--- config.mk ---
export PLATFORM = sky130hd
export DESIGN_NAME = boot_loader_flat
export DESIGN_NICKNAME = d
export VERILOG_FILES = /design/src/rtl/boot_loader_if.sv /design/src/rtl/boot_loader.sv /design/src/flat_wrapper.sv
export SDC_FILE = /design/constraint.sdc
export NUM_CORES = 1
export LEC_CHECK = 0
export CAP_MARGIN = 20
export CELL_PAD_IN_SITES_DETAIL_PLACEMENT = 1
export CELL_PAD_IN_SITES_GLOBAL_PLACEMENT = 1
export CORE_MARGIN = 1
export CORE_UTILIZATION = 31
export DETAILED_ROUTE_END_ITERATION = 7
export PLACE_DENSITY_LB_ADDON = 0.1
export SKIP_CTS_REPAIR_TIMING = 1
export SYNTH_ARGS = -nofsm -noshare
export SYNTH_HDL_FRONTEND = slang
export SYNTH_SLANG_ARGS = --single-unit
--- constraint.sdc ---
create_clock -name CLK -period 2.6 [get_ports CLK]
set_clock_uncertainty 0.2 [all_clocks]
set_input_delay 0.52 -clock CLK [delete_from_list [all_inputs] [get_ports CLK]]
set_output_delay 0.52 -clock CLK [all_outputs]
set_load 0.005 [all_outputs]
--- src/rtl/boot_loader_if.sv ---
// rtl/boot_loader_if.sv - ROM read / program-RAM write bundle between the loader and its memories
interface boot_loader_if #(
  parameter int BITS         = 16,
  parameter int ADDRESS_BITS = 8
);
  logic [ADDRESS_BITS-1:0] ROM_ADDRESS;
  logic [BITS-1:0]         ROM_DATA;
  logic [ADDRESS_BITS-1:0] RAM_ADDRESS;
  logic [BITS-1:0]         RAM_DATA;
  logic                    RAM_WR;

  modport master (
    output ROM_ADDRESS,
    input  ROM_DATA,
    output RAM_ADDRESS,
    output RAM_DATA,
    output RAM_WR
  );

  modport slave (
    input  ROM_ADDRESS,
    output ROM_DATA,
    input  RAM_ADDRESS,
    input  RAM_DATA,
    input  RAM_WR
  );
endinterface

--- src/rtl/boot_loader.sv ---
// rtl/boot_loader.sv - copies WORDS words from synchronous ROM into program RAM, then releases CPU reset
module boot_loader #(
  parameter int BITS         = 16,
  parameter int ADDRESS_BITS = 8,
  parameter int WORDS        = 256
) (
  input  logic            CLK,
  input  logic            RST,
  input  logic            START,
  boot_loader_if.master   bus,
  output logic            BUSY,
  output logic            DONE,
  output logic            CPU_RESET,
  output logic [BITS-1:0] CHECKSUM
);
  localparam logic [1:0] S_IDLE  = 2'd0;
  localparam logic [1:0] S_COPY  = 2'd1;
  localparam logic [1:0] S_DRAIN = 2'd2;
  localparam logic [1:0] S_DONE  = 2'd3;

  // Terminal address is compared before incrementing, so WORDS = 2**ADDRESS_BITS never wraps.
  localparam logic [ADDRESS_BITS-1:0] LAST_ADDRESS = ADDRESS_BITS'(WORDS - 1);

  logic [1:0] state;

  // ROM data arrives on the same edge the write strobe is registered, so no realignment is needed.
  assign bus.RAM_DATA = bus.ROM_DATA;

  always_ff @(posedge CLK) begin
    if (RST) begin
      state           <= S_IDLE;
      bus.ROM_ADDRESS <= '0;
      bus.RAM_ADDRESS <= '0;
      bus.RAM_WR      <= 1'b0;
      BUSY            <= 1'b0;
      DONE            <= 1'b0;
      CPU_RESET       <= 1'b1;
      CHECKSUM        <= '0;
    end else begin
      if (bus.RAM_WR) begin
        CHECKSUM <= CHECKSUM + bus.ROM_DATA;
      end
      case (state)
        S_IDLE: begin
          if (START) begin
            state           <= S_COPY;
            BUSY            <= 1'b1;
            CHECKSUM        <= '0;
            bus.ROM_ADDRESS <= '0;
          end
        end
        S_COPY: begin
          bus.RAM_ADDRESS <= bus.ROM_ADDRESS;
          bus.RAM_WR      <= 1'b1;
          if (bus.ROM_ADDRESS == LAST_ADDRESS) begin
            state           <= S_DRAIN;
            bus.ROM_ADDRESS <= '0;
          end else begin
            bus.ROM_ADDRESS <= bus.ROM_ADDRESS + ADDRESS_BITS'(1);
          end
        end
        S_DRAIN: begin
          state      <= S_DONE;
          bus.RAM_WR <= 1'b0;
          BUSY       <= 1'b0;
          DONE       <= 1'b1;
          CPU_RESET  <= 1'b0;
        end
        default: begin
          if (START) begin
            state     <= S_COPY;
            BUSY      <= 1'b1;
            DONE      <= 1'b0;
            CPU_RESET <= 1'b1;
            CHECKSUM  <= '0;
          end
        end
      endcase
    end
  end
endmodule

--- src/flat_wrapper.sv ---
// flat-port wrapper written by rule: the top's interface ports become plain ports
module boot_loader_flat 
#(
  parameter int BITS         = 16,
  parameter int ADDRESS_BITS = 8,
  parameter int WORDS        = 256
)
  (CLK, RST, START, BUSY, DONE, CPU_RESET, CHECKSUM, bus_ROM_ADDRESS, bus_ROM_DATA, bus_RAM_ADDRESS, bus_RAM_DATA, bus_RAM_WR);
  boot_loader_if #(.BITS(BITS), .ADDRESS_BITS(ADDRESS_BITS)) bus_i ();
  input  logic CLK;
  input  logic RST;
  input  logic START;
  output logic BUSY;
  output logic DONE;
  output logic CPU_RESET;
  output logic [BITS-1:0] CHECKSUM;
  output wire logic [$bits(bus_i.ROM_ADDRESS)-1:0] bus_ROM_ADDRESS;
  input wire logic [$bits(bus_i.ROM_DATA)-1:0] bus_ROM_DATA;
  output wire logic [$bits(bus_i.RAM_ADDRESS)-1:0] bus_RAM_ADDRESS;
  output wire logic [$bits(bus_i.RAM_DATA)-1:0] bus_RAM_DATA;
  output wire logic [$bits(bus_i.RAM_WR)-1:0] bus_RAM_WR;
  assign bus_ROM_ADDRESS = bus_i.ROM_ADDRESS;
  assign bus_i.ROM_DATA = bus_ROM_DATA;
  assign bus_RAM_ADDRESS = bus_i.RAM_ADDRESS;
  assign bus_RAM_DATA = bus_i.RAM_DATA;
  assign bus_RAM_WR = bus_i.RAM_WR;
  boot_loader #(.BITS(BITS), .ADDRESS_BITS(ADDRESS_BITS), .WORDS(WORDS)) u_core (.CLK(CLK), .RST(RST), .START(START), .bus(bus_i), .BUSY(BUSY), .DONE(DONE), .CPU_RESET(CPU_RESET), .CHECKSUM(CHECKSUM));
endmodule
==> flow_summary.ini, run 1 <==
[status]
run_status = finished, final reports clean

[synth]
synth_cell_types = 47
postSynth.topFlopCell = dfxtp_1
ys_async_sr_fraction_pct = 0
synth_seq_cells = 38
ys_seq_area_share_pct = 31.5
synth_nets = 327
synth_edf_count = 0
syn_avg_cell_area_um2 = 8.42
synthCells = 287
yosysWarnings = 0
netlist_area_mm2 = 0.00242

[drt]
first_iter_violations = 70
wirelength_mm = 6.88
viasPerCell = 5.05
ant_nets = 0
vias = 2413
wire_per_inst_um = 14.4
drc_errors = 0
firstDrtPassIters = 4

[timing]
max_freq_ghz = 0.398
fin_crit_ns = 2.51
rsz0062_at_grt = false
report.final.slew_viol_count = 0
period_share_pct = 96.6
worst_pin_slew_ns = 0.412
hold_violations = 0
finalSetupViolations = 0
slew_headroom_pct = 72.5

[worst_setup_path]
timing.rr.start = u_core.CHECKSUM[0]$_SDFF_PP0_
crit_slowest_cell = clkdlybuf4s50_1
r2r_slack_ns = 0.23
critPathMaxStageDelay_ns = 0.43
arrival_ns = 2.54
crit_chain = clkdlybuf4s50_1 -> ha_2 -> buf_4 -> nand3_1 -> and2_1 -> a21o_1 -> and3_4 -> o31a_1 -> nor3_1
end_kind = flip-flop
critical_path_class = in -> reg
startpoint = bus_ROM_DATA[4]
critPathLaunchType = input pin
worstPathMaxFanout = 5
cp.required_ns = 2.63

[global_route]
antenna_found_initial = 0
grt_max_degree = 23
grt_use_met3_pct = 3.03
grt_pass1_vias = 2400
use_met2_pct = 31.1
busiest_layer = met2
track_usage_pct = 17.2
grt_overflow = 0
grt_use_met1_pct = 20.7
grt_pass1_wl_mm = 11.5

[finish]
fill_cells = 882
multiInputGateArea_mm2 = 0.00150
layout-drive-gt1-share_pct = 16.6
regArea_um2 = 761
area_delta_synth_final_pct = 46.7
num_antenna_cells = 0
mostFrequentLayoutCell = clkdlybuf4s50_1
final_cell_mix = clkdlybuf4s50_1, buf_4, dfxtp_1
stdcell_area_mm2 = 0.00354
fin_nets = 418

[hold_path]
worstHoldPathType = reg -> reg
hold_path.startpoint = u_core.CHECKSUM[11]$_SDFF_PP0_

[clock_tree]
numCtsBuffers = 5
htreeDepth = 2
cts_buffer_depth = 2
cts.clk_slew.worst_paths_ns = 0.08
cts_root_buf = clkbuf_8
clock_latency_ns = 0.30
clkSinkCount = 38
cts_tree = done

[placement]
io_buffers = 70
dp_hpwl_mm = 5.26
place_area_mm2 = 0.00336
gp_congestion = 0.776

[power_and_ir_drop]
p_leak_nw = 1.45
total_power_mw = 2.58
ir_drop_mv = 0.347
p_per_area_mw_per_mm2 = 729

[floorplan]
ios = 71
die_w_um = 90.3
dieArea_mm2 = 0.00815
die_h_um = 90.3
core_mm2 = 0.00741
rows = 31
initial_utilization_pct = 32.6

[job]
maxCapViolCount = 0
metrics by stage:
| step | TNS (ns) | setup WS [ns] | hold slack (ns) | utilization [%] | cells |
|---|---|---|---|---|---|
| global placement | -2.42 | -0.442 | 0.278 | 45.4 | 468 |
| detailed placement | -2.73 | -0.492 | 0.286 | 45.4 | 468 |
| floorplan | 0 | 0.0757 | 0.274 | - | 287 |
| finish | 0 | 0.0882 | 0.290 | 47.8 | 478 |
| CTS | -0.564 | -0.180 | 0.298 | 47.2 | 476 |
| global route | 0 | 0.00490 | 0.318 | 47.8 | 478 |
per-layer routing:
metal | vias to the layer above | wire (um)
met4 | 0 | 57
met2 | 41 | 3420
met1 | 1166 | 3200
met5 | - | 0
li1 | 1200 | -
met3 | 6 | 211
final cells by class:
cell class | instances | share of cell area, %
Tap cell | 99 | 3.49
Clock inverter | 3 | 1.94
Timing Repair Buffer | 109 | 28.1
Clock buffer | 5 | 1.94
Sequential cell | 38 | 21.5
Multi-Input combinational cell | 217 | 42.3
Inverter | 7 | 0.741
worst paths after layout:
path | end | cells past startpoint
worst max-delay path | u_core.CHECKSUM[15]$_SDFF_PP0_ | 9
worst min-delay path | u_core.CHECKSUM[11]$_SDFF_PP0_ | 2
worst min register to register | u_core.CHECKSUM[11]$_SDFF_PP0_ | 2
worst max register to register | u_core.CHECKSUM[12]$_SDFF_PP0_ | 8
worst max-delay path, delay by kind of cell:
kind	cells	cell delay, ns
AOI/OAI and AO/OA	2	0.53
adders and majority gates	1	0.38
buffers and inverters	2	0.55
and+or+nand+nor	4	0.55
kinds of logic after synthesis:
group,count (synthesis),share of synthesized area (%)
AOI/OAI and AO/OA,70,18.4
and+or+nand+nor,100,20.9
adders and majority gates,21,11.2
muxes,20,8.29
buffers and inverters,32,7.61
xor gates and xnor gates,6,2.18
DFF,38,31.5
cells in the mapped netlist, types with 5 or more instances:
| cell type | instances | area, um^2 |
|---|---|---|
| a211oi_1 | 6 | 45.0 |
| a21o_1 | 6 | 45.0 |
| a21oi_1 | 28 | 140 |
| buf_4 | 16 | 120 |
| clkbuf_1 | 5 | 18.8 |
| dfxtp_1 | 38 | 761 |
| ha_1 | 20 | 250 |
| inv_1 | 7 | 26.3 |
| mux2i_1 | 20 | 200 |
| nand2_1 | 18 | 67.6 |
| nand3_1 | 13 | 65.1 |
| nor2_1 | 34 | 128 |
| nor3_1 | 6 | 30.0 |
| o21ai_0 | 7 | 35.0 |
report_power, final:
| part | leakage (nW) | total [mW] | internal [mW] | switching, mW |
|---|---|---|---|---|
| clock network | 0.0683 | 0.621 | 0.385 | 0.236 |
| registers | 0.308 | 0.737 | 0.665 | 0.0725 |
| logic | 1.08 | 1.23 | 0.616 | 0.611 |
| total | 1.45 | 2.58 | 1.67 | 0.920 |
sequential cells by signal, indices dropped and copies added, names as in the netlist:
name                    count
u_core.bus.RAM_WR           1
u_core.BUSY                 1
u_core.DONE                 1
u_core.CPU_RESET            1
u_core.state                2
u_core.CHECKSUM            16
u_core.bus.ROM_ADDRESS      8
u_core.bus.RAM_ADDRESS      8
Note: power is estimated with default switching activity, not from simulation.
==> inputs of run 2 (changes only) <==
SLEW_MARGIN = 20   (was unset)
==> results of run 2 <==
Same layout as run 1: the final DEF is identical, and so are final timing and power.
==> inputs of run 3 (changes only) <==
SLEW_MARGIN = unset   (was 20)
==> results of run 3 <==
Same layout as run 1: the final DEF is identical, and so are final timing and power.
